===== config.mk =====
export PLATFORM = sky130hd
export DESIGN_NAME = cam_ddr_wr_pack
export DESIGN_NICKNAME = d
export VERILOG_FILES = /design/src/rtl/cam_ddr_wr_pack.sv
export SDC_FILE = /design/constraint.sdc
export NUM_CORES = 1
export LEC_CHECK = 0
export ABC_AREA = 1
export ABC_CLOCK_PERIOD_IN_PS = 4740
export CORE_AREA = 5 5 119 121
export DETAILED_ROUTE_END_ITERATION = 16
export DIE_AREA = 0 0 124 126
export PLACE_DENSITY = 0.95
export SLEW_MARGIN = 20
export SYNTH_ARGS = -nofsm -noshare
export SYNTH_HDL_FRONTEND = slang
export SYNTH_SLANG_ARGS = --single-unit

===== constraint.sdc =====
create_clock -name cam_clk -period 4.74 [get_ports cam_clk]
set_input_delay 1.422 -clock cam_clk [delete_from_list [all_inputs] [get_ports cam_clk]]
set_output_delay 1.422 -clock cam_clk [all_outputs]
set_load 0.01 [all_outputs]

===== src/rtl/cam_ddr_wr_pack.sv =====
// Camera DVP capture: pairs RGB565 bytes into pixels, packs 4 pixels per 64-bit word
// into the DDR write FIFO and issues burst write commands. One frame per start pulse.
module cam_ddr_wr_pack #(
    parameter int H_ACTIVE  = 1280,
    parameter int V_ACTIVE  = 720,
    parameter int BURST_LEN = 64
) (
    input  logic        cam_clk,
    input  logic        cam_rst_n,
    input  logic        cap_start,
    input  logic        cam_vsync,
    input  logic        cam_href,
    input  logic [7:0]  cam_data,
    input  logic        ddr_wr_full,
    output logic [63:0] ddr_data_cam,
    output logic        ddr_wren,
    output logic        ddr_wr_cmd,
    output logic        ddr_addr_wr_set,
    output logic        cap_busy,
    output logic        frame_done,
    output logic [2:0]  err_flags
);
    localparam int PW = $clog2(H_ACTIVE + 1);
    localparam int LW = $clog2(V_ACTIVE + 1);
    localparam int BW = $clog2(BURST_LEN) + 1;
    localparam logic [PW-1:0] PIX_MAX   = PW'(H_ACTIVE);
    localparam logic [LW-1:0] LINE_MAX  = LW'(V_ACTIVE);
    localparam logic [BW-1:0] BURST_MAX = BW'(BURST_LEN);

    typedef enum logic [1:0] {S_IDLE, S_WAIT_VS, S_CAPTURE, S_FLUSH} state_t;

    state_t      r_state;
    logic        r_prev_vs, r_prev_href;
    logic        r_odd;
    logic [7:0]  r_hi;
    logic [1:0]  r_slot;
    logic [63:0] r_acc;
    logic [PW-1:0] r_pix_cnt;
    logic [LW-1:0] r_line_cnt;
    logic [BW-1:0] r_burst_cnt;
    logic [63:0] r_data;
    logic        r_wren, r_cmd, r_addr_set, r_done;
    logic [2:0]  r_err;

    logic        w_vs_rise, w_vs_fall, w_href_fall, w_in_cap;
    logic        w_pix_keep, w_emit, w_emit_ok;
    logic [15:0] w_pix;
    logic [63:0] w_word;

    assign w_vs_rise   = ~r_prev_vs & cam_vsync;
    assign w_vs_fall   = r_prev_vs & ~cam_vsync;
    assign w_href_fall = r_prev_href & ~cam_href;
    assign w_in_cap    = (r_state == S_CAPTURE) & ~w_vs_rise;
    assign w_pix       = {r_hi, cam_data};
    // A pixel completes on the odd byte; pixels past the line width are dropped
    assign w_pix_keep  = w_in_cap & cam_href & r_odd & (r_pix_cnt != PIX_MAX);
    assign w_emit      = (w_pix_keep & (r_slot == 2'd3)) |
                         (w_in_cap & w_href_fall & (r_slot != 2'd0));
    assign w_emit_ok   = w_emit & ~ddr_wr_full;

    always_comb begin
        w_word = r_acc;
        if (w_pix_keep) begin
            case (r_slot)
                2'd0:    w_word[63:48] = w_pix;
                2'd1:    w_word[47:32] = w_pix;
                2'd2:    w_word[31:16] = w_pix;
                default: w_word[15:0]  = w_pix;
            endcase
        end
    end

    always_ff @(posedge cam_clk) begin
        if (!cam_rst_n) begin
            r_state     <= S_IDLE;
            r_prev_vs   <= 1'b0;
            r_prev_href <= 1'b0;
            r_odd       <= 1'b0;
            r_hi        <= '0;
            r_slot      <= '0;
            r_acc       <= '0;
            r_pix_cnt   <= '0;
            r_line_cnt  <= '0;
            r_burst_cnt <= '0;
            r_data      <= '0;
            r_wren      <= 1'b0;
            r_cmd       <= 1'b0;
            r_addr_set  <= 1'b0;
            r_done      <= 1'b0;
            r_err       <= '0;
        end else begin
            r_prev_vs   <= cam_vsync;
            r_prev_href <= cam_href;
            r_wren      <= 1'b0;
            r_cmd       <= 1'b0;
            r_addr_set  <= 1'b0;
            r_done      <= 1'b0;

            case (r_state)
                S_IDLE: begin
                    if (cap_start) begin
                        r_state <= S_WAIT_VS;
                        r_err   <= '0;
                    end
                end
                S_WAIT_VS: begin
                    if (w_vs_fall) begin
                        r_state     <= S_CAPTURE;
                        r_addr_set  <= 1'b1;
                        r_odd       <= 1'b0;
                        r_slot      <= '0;
                        r_acc       <= '0;
                        r_pix_cnt   <= '0;
                        r_line_cnt  <= '0;
                        r_burst_cnt <= '0;
                    end
                end
                S_CAPTURE: begin
                    if (w_vs_rise) begin
                        r_state  <= S_IDLE;
                        r_err[1] <= 1'b1;
                    end else begin
                        // Burst completion and a fresh word can land on the same edge
                        if (r_burst_cnt == BURST_MAX) begin
                            r_cmd       <= 1'b1;
                            r_burst_cnt <= w_emit_ok ? BW'(1) : '0;
                        end else if (w_emit_ok) begin
                            r_burst_cnt <= r_burst_cnt + 1'b1;
                        end

                        if (w_emit) begin
                            if (ddr_wr_full) begin
                                r_err[2] <= 1'b1;
                            end else begin
                                r_wren <= 1'b1;
                                r_data <= w_word;
                            end
                        end

                        if (cam_href) begin
                            if (!r_odd) begin
                                r_hi  <= cam_data;
                                r_odd <= 1'b1;
                            end else begin
                                r_odd <= 1'b0;
                                if (w_pix_keep) begin
                                    r_pix_cnt <= r_pix_cnt + 1'b1;
                                    r_slot    <= r_slot + 2'd1;
                                    r_acc     <= (r_slot == 2'd3) ? 64'd0 : w_word;
                                end else begin
                                    r_err[0] <= 1'b1;
                                end
                            end
                        end else if (w_href_fall) begin
                            if (r_odd || (r_slot != 2'd0))
                                r_err[0] <= 1'b1;
                            r_odd      <= 1'b0;
                            r_slot     <= '0;
                            r_acc      <= '0;
                            r_pix_cnt  <= '0;
                            r_line_cnt <= r_line_cnt + 1'b1;
                            if ((r_line_cnt + 1'b1) == LINE_MAX)
                                r_state <= S_FLUSH;
                        end
                    end
                end
                default: begin
                    if (r_burst_cnt != '0)
                        r_cmd <= 1'b1;
                    r_burst_cnt <= '0;
                    r_state     <= S_IDLE;
                    r_done      <= 1'b1;
                end
            endcase
        end
    end

    assign ddr_data_cam    = r_data;
    assign ddr_wren        = r_wren;
    assign ddr_wr_cmd      = r_cmd;
    assign ddr_addr_wr_set = r_addr_set;
    assign frame_done      = r_done;
    assign err_flags       = r_err;
    assign cap_busy        = (r_state == S_WAIT_VS) || (r_state == S_CAPTURE);
endmodule


* Yosys cells after proc, flatten, opt, wreduce, memory -nomap -nowiden
Cells that the tools add are included.
** Word-level totals
- Register bits after elaboration :: 178
- Logic and storage cells :: 162
** Operators by class
- Add/sub/neg operators :: 4
- Eq/ne operators :: 25
- Muxes and demuxes :: 70
- Bitwise logic cells :: 22
- Reduce and logical (&&, ||, !) cells :: 23
** Operator list (number)
- $mux W64 :: 8
- $pmux W64 S2 :: 1
- $mux W11 :: 6
- $mux W16 :: 4
- $mux W10 :: 4
- $mux W7 :: 4
- $ne A3 B3 Y1 const B :: 9
- $mux W2 :: 12
- $mux W1 :: 22
- $pmux W11 S2 :: 1
- $pmux W7 S3 :: 1
- $pmux W10 S2 :: 1
- $ne A2 B2 Y1 const B :: 8
- $reduce_and A4 Y1 :: 4
- $reduce_and A5 Y1 :: 3
- $add A11 B1 Y11 const B :: 1
- $and A1 B1 Y1 :: 11
- $ne A11 B11 Y1 const B :: 1
- $add A10 B1 Y10 const B :: 1
- $eq A10 B10 Y1 const B :: 1
- $not A1 Y1 :: 10
- $add A7 B1 Y7 const B :: 1
- $eq A7 B7 Y1 const B :: 1
- $reduce_and A7 Y1 :: 1
- 19 further kinds :: 28

* Logic depth before layout (Yosys ltp)
- Depth after elaboration :: 14
- Gate-level depth with buffers :: 13
- Mapped depth without buffers :: 13

* Worst setup path before layout
Ideal clock, no wire load.
- Path type :: input-to-reg
- Start :: input port cam_vsync
- End :: register r_acc[16]
- Arrival time :: 2.723 ns
- Path slack :: 1.952 ns
- Stages :: 12
- Path buffers :: 1
- Cells stage by stage :: inv_1 > nor2_1 > nand2_1 > nand2_1 > nor2_1 > o21ai_1 > inv_1 > nand2_1 > clkbuf_1 > nand2_1 > o21a_1 > nor2_1
** Between the ends
- Cells in the longest elaborated chain, start to end :: 13
** RTL lines
- from (decl) :: line 11 : input logic cam_vsync,
- $and A1 B1 Y1 :: line 50 : assign w_vs_rise = ~r_prev_vs & cam_vsync;
- $not A1 Y1 (no line)
- $and A1 B1 Y1 :: line 53 : assign w_in_cap = (r_state == S_CAPTURE) & ~w_vs_rise;
- $and A1 B1 Y1 (3 in series) :: line 56 : assign w_pix_keep = w_in_cap & cam_href & r_odd & (r_pix_cnt != PIX_MAX);
- $mux W64 :: line 63 : if (w_pix_keep) begin
- $mux W64 :: line 149 : r_acc <= (r_slot == 2'd3) ? 64'd0 : w_word;
- $mux W64 :: line 146 : if (w_pix_keep) begin
- $mux W64 :: line 141 : if (!r_odd) begin
- $mux W64 :: line 140 : if (cam_href) begin
- $mux W64 :: line 119 : if (w_vs_rise) begin
- $pmux W64 S2 :: line 99 : case (r_state)
- to (signal assigned) :: line 149
- to (decl) :: line 37 : logic [63:0] r_acc;
Parallel ways exist; a longest one is shown, timed or not. The select of a mux whose other input is x is not followed.
A chain may end at the register's enable or synchronous reset.

* Worst setup path in the final report
- Start :: input port cam_vsync
- End :: register r_data[42] (netlist: ddr_data_cam[42])
** Between the ends
- Cells in the longest elaborated chain, start to end :: 9
** RTL lines
- $and A1 B1 Y1 * :: line 50
- $not A1 Y1 (no line) *
- $and A1 B1 Y1 :: line 53
- $and A1 B1 Y1 (3 in series) :: line 56
- $and A1 B1 Y1 :: line 57 : assign w_emit = (w_pix_keep & (r_slot == 2'd3)) |
- $or A1 B1 Y1 :: line 57
- $reduce_and A4 Y1 (no line)
- to (signal assigned) :: line 136 : r_data <= w_word;
- to (decl) :: line 41 : logic [63:0] r_data;
Mark *: on every way between the ends. The rest lies on a longest branch, timed or not.

==> metrics list <==
* Clock latency of the later-clocked register in the worst-skew pair: 0.43 ns
- Fraction of the core area covered by cells at the end of the flow: 0.712
- For met2 alone, demand over resource in global routing was 0.413.
- The net count of the finished layout is 1103.
- Measured along the y axis, the die boundary spans 126 microns.
* Layout Area Growth over Synthesis: 18.9%
- Most heavily used metal layer in global routing: met2
- Hold_ws: 0.458 ns
- CTS built an H-tree with a depth of 4.
- Met1 GRT Util: 0.311
- The share of the Yosys chip area taken by registers is 0.458.
- For this run, the total global-route usage over all layers was measured as 0.252.
* Initial Util: 0.599
- Vias/cell: 5.71
* Req. time, crit path: 5.06 ns
- For met3 alone, demand over resource in global routing was 0.0623.
* Synthesized-area fraction occupied by and/or/nand/nor cells: 0.219
* Quantity of hold-fixing buffers added after cts: 0
- After floorplanning, the core was divided into 42 placement rows.
- 86 I/O pins were placed.
- Standard cell area after detailed placement: 8670 sq um
- Gate Count Post-Synth: between 1000 and 1500
* DRC violation total after the first TritonRoute iteration: 720
- The largest total area in the synthesized netlist belongs to sky130_fd_sc_hd__dfxtp_1.
- The congestion estimate from routability-driven global placement came to between 0.9 and 1.
- Adder-cell share of the synthesized area: 0.0209
* Total number of clock tree sinks: between 150 and 200
- Final setup TNS: 0 ns
* DRC errors left: 0
- The flow ran to the end, and the final reports show no timing, DRC or antenna violations.
- Final Slew Violations: 0
- The initial antenna violation count was 0.
- Post-synth ARST share: 0
- Max Clock Skew: 0.00904 ns
* Post-synth top area share: 0.458
- The path class of the tightest hold or removal check is reg2reg.
* Final setup vio count: 0
- The floorplan step set the die width to 124 microns.
- The worst setup path is launched from a primary input.
- Warnings from Yosys: 0
- Post-DR wirelength/cell: 15.5 microns
* Gates resized, CTS repair: 0
* Endpoint arrival time on the critical path: about 3.9 ns
* Vias: 7211
* Mean instance size in the synthesized netlist: about 7.6 sq um
* Count of antenna-violating nets left after detailed routing: 0
* Post-detail-place hpwl: ~12000 microns
- The worst-case IR drop observed on VDD is about 0.00036 V.
- CTS tree: yes
- Mux cell area share after synthesis: 0
- Number of buffers inserted by port buffering: 85
- The core region is 13000 sq um.
- Critical Path Sink Type: flip-flop
- Wires add up to 19600 microns.
- Post CTS Setup Buffer Count: 0
* Pleak: 3.79 nW
- For this design the ratio of total power to cell area is approximately 420 nW/um^2.
- Main combinational cell family by area after synthesis: simple AND/OR/NAND/NOR gates
* Fraction of layout instances using a drive strength above 1: 0.0442
- Root Buffer Master: sky130_fd_sc_hd__clkbuf_16
- Clock tree synthesis inserted a total of 17 buffers.
- Top area cells in the synthesized netlist: sky130_fd_sc_hd__dfxtp_1 (46%), sky130_fd_sc_hd__nand2_1 (11%), sky130_fd_sc_hd__o211a_1 (6.2%)
* Detailed-router iteration count before antenna repair: 6
* RSZ-0062 raised after global routing: false
* Final total power: 3.87 mW
- EDFF count, synth: 0
- Main synth FF type: sky130_fd_sc_hd__dfxtp_1
* Library cell with the highest instance count after synthesis: sky130_fd_sc_hd__nand2_1
- Fraction of the cycle the final worst path needs: 0.756
* Largest buffer count on any clock path: 2
- Clock input transition at the sequential cells of the worst setup and hold paths: 0.06 ns
* Setup Crit Path Kind: in2reg
- Max Clk Rate: 279 MHz
- The final hold violation count was 0.
- After global routing the overflow that remains totals 0.
- The complex-gate fraction of the synthesized area was 0.218.
- Final-layout fill cell count: 962
- Clock period minus final worst setup slack: between 3 and 4 ns
- Max-Slew Margin vs Limit: 0.462
- Synth Area in XOR/XNOR: 0.00788
- By count the netlist is led by sky130_fd_sc_hd__nand2_1 (229), sky130_fd_sc_hd__dfxtp_1 (178), sky130_fd_sc_hd__nor2_1 (119), sky130_fd_sc_hd__inv_1 (82), sky130_fd_sc_hd__o21ai_0 (80).
- Entering global routing, the biggest net connects 96 pins.
- Number of synthesized register bits: approximately 180
- Number of max-capacitance violations reported: 0
* Post-Synthesis Cell Area: 7780 sq um
- The first global-routing pass estimated approximately 32000 microns of wire.
- 0 antenna diodes ended up in the layout.
- Overall die area: 15600 sq um
- Largest driver fanout on the critical path: 95
* Number of global-route vias before repair: 6875
- Pin slew with the least headroom to its limit: between 0.8 and 0.9 ns
- Net Count, Synth: 1049
- The synthesized netlist contains 33 unique library cells.
* Finished Cell Area: 9250 sq um
[state kept, by name (all words and copies together) (netlist names), 2 cells and up]
name and cells:
err_flags 3, r_hi 8, r_acc 64, r_slot 2, r_state 2, ddr_data_cam 64, r_pix_cnt 11, r_line_cnt 10
r_burst_cnt 7
[report_power, final]
part           leakage, nW  internal (mW)  total, mW  switching, mW
clock                0.275          0.812       1.38          0.571
combinational         2.08          0.250      0.871          0.621
sequential            1.44           1.56       1.62         0.0541
total                 3.79           2.63       3.87           1.25
[area by class of cell]
class / instances / area [sq um] / area share
Clock inverter: 7 / 101 / 0.0110
Tap cell: 176 / 220 / 0.0238
Multi-Input combinational cell: 701 / 3630 / 0.393
Timing Repair Buffer: 94 / 938 / 0.101
Clock buffer: 22 / 474 / 0.0513
Sequential cell: 178 / 3560 / 0.385
Inverter: 84 / 317 / 0.0342
[cell usage in the layout (no fill, tap or decap), types with 2 or more instances in the layout]
master / n
sky130_fd_sc_hd__nand2_1: 228
sky130_fd_sc_hd__dfxtp_1: 178
sky130_fd_sc_hd__nor2_1: 119
sky130_fd_sc_hd__clkdlybuf4s50_1: 84
sky130_fd_sc_hd__inv_1: 81
sky130_fd_sc_hd__o21ai_0: 80
sky130_fd_sc_hd__a21oi_1: 61
sky130_fd_sc_hd__o21a_1: 48
sky130_fd_sc_hd__o211a_1: 48
sky130_fd_sc_hd__nand3_1: 46
sky130_fd_sc_hd__clkbuf_16: 17
sky130_fd_sc_hd__ha_1: 13
sky130_fd_sc_hd__nor3_1: 11
sky130_fd_sc_hd__o21ai_1: 8
sky130_fd_sc_hd__nand4_1: 7
sky130_fd_sc_hd__xor2_1: 7
sky130_fd_sc_hd__buf_4: 7
sky130_fd_sc_hd__a211oi_1: 4
sky130_fd_sc_hd__nand2_2: 3
sky130_fd_sc_hd__nor2_2: 3
sky130_fd_sc_hd__o22ai_1: 3
sky130_fd_sc_hd__clkbuf_8: 3
sky130_fd_sc_hd__clkinv_1: 2
sky130_fd_sc_hd__nand3b_1: 2
sky130_fd_sc_hd__o21bai_1: 2
sky130_fd_sc_hd__a32o_1: 2
sky130_fd_sc_hd__clkbuf_1: 2
sky130_fd_sc_hd__clkinvlp_4: 2
sky130_fd_sc_hd__clkinv_4: 2
sky130_fd_sc_hd__bufinv_16: 2
sky130_fd_sc_hd__buf_12: 2
[final timing paths]
kind / endpoint / startpoint / slack, ns / depth (start not counted)
worst min register to register: r_acc[5] / r_acc[5] / 0.46 / 2
worst max register to register: ddr_data_cam[54] / r_state[0] / 1.99 / 11
worst max-delay path: ddr_data_cam[42] / cam_vsync / 1.16 / 12
worst min-delay path: r_acc[5] / r_acc[5] / 0.46 / 2
[layer usage]
| metal | up-vias | share of wire | wire length, microns |
|---|---|---|---|
| met5 | - | 0 | 0 |
| met4 | 0 | 0.036 | 699 |
| met3 | 57 | 0.073 | 1440 |
| met2 | 297 | 0.48 | 9430 |
| met1 | 3382 | 0.41 | 7980 |
| li1 | 3475 | - | - |
[cells by family after synthesis]
family | count (synthesis)
simple gates | 422
compound gates | 259
buf+inv | 143
flops | 178
xor+xnor | 7
fa+ha+maj | 13
[worst max-delay path, stage by stage]
cell and delay (ns):
sky130_fd_sc_hd__clkdlybuf4s50_1 0.47, sky130_fd_sc_hd__inv_1 0.05, sky130_fd_sc_hd__nor2_1 0.24, sky130_fd_sc_hd__inv_1 0.10
sky130_fd_sc_hd__nand2_1 0.15, sky130_fd_sc_hd__inv_1 0.10, sky130_fd_sc_hd__nand4_1 0.09, sky130_fd_sc_hd__nand2_1 0.10
sky130_fd_sc_hd__nand2_1 0.15, sky130_fd_sc_hd__clkinv_2 0.35, sky130_fd_sc_hd__buf_12 0.34, sky130_fd_sc_hd__o211a_1 0.26
[per-stage QoR]
step	setup WS, ns	cells
floorplan	1.95	1022
global placement	0.945	1233
finish	1.16	1262
detailed placement	0.792	1233
global route	0.980	1262
CTS	1.24	1262
Note: power is estimated with default switching activity, not from simulation.
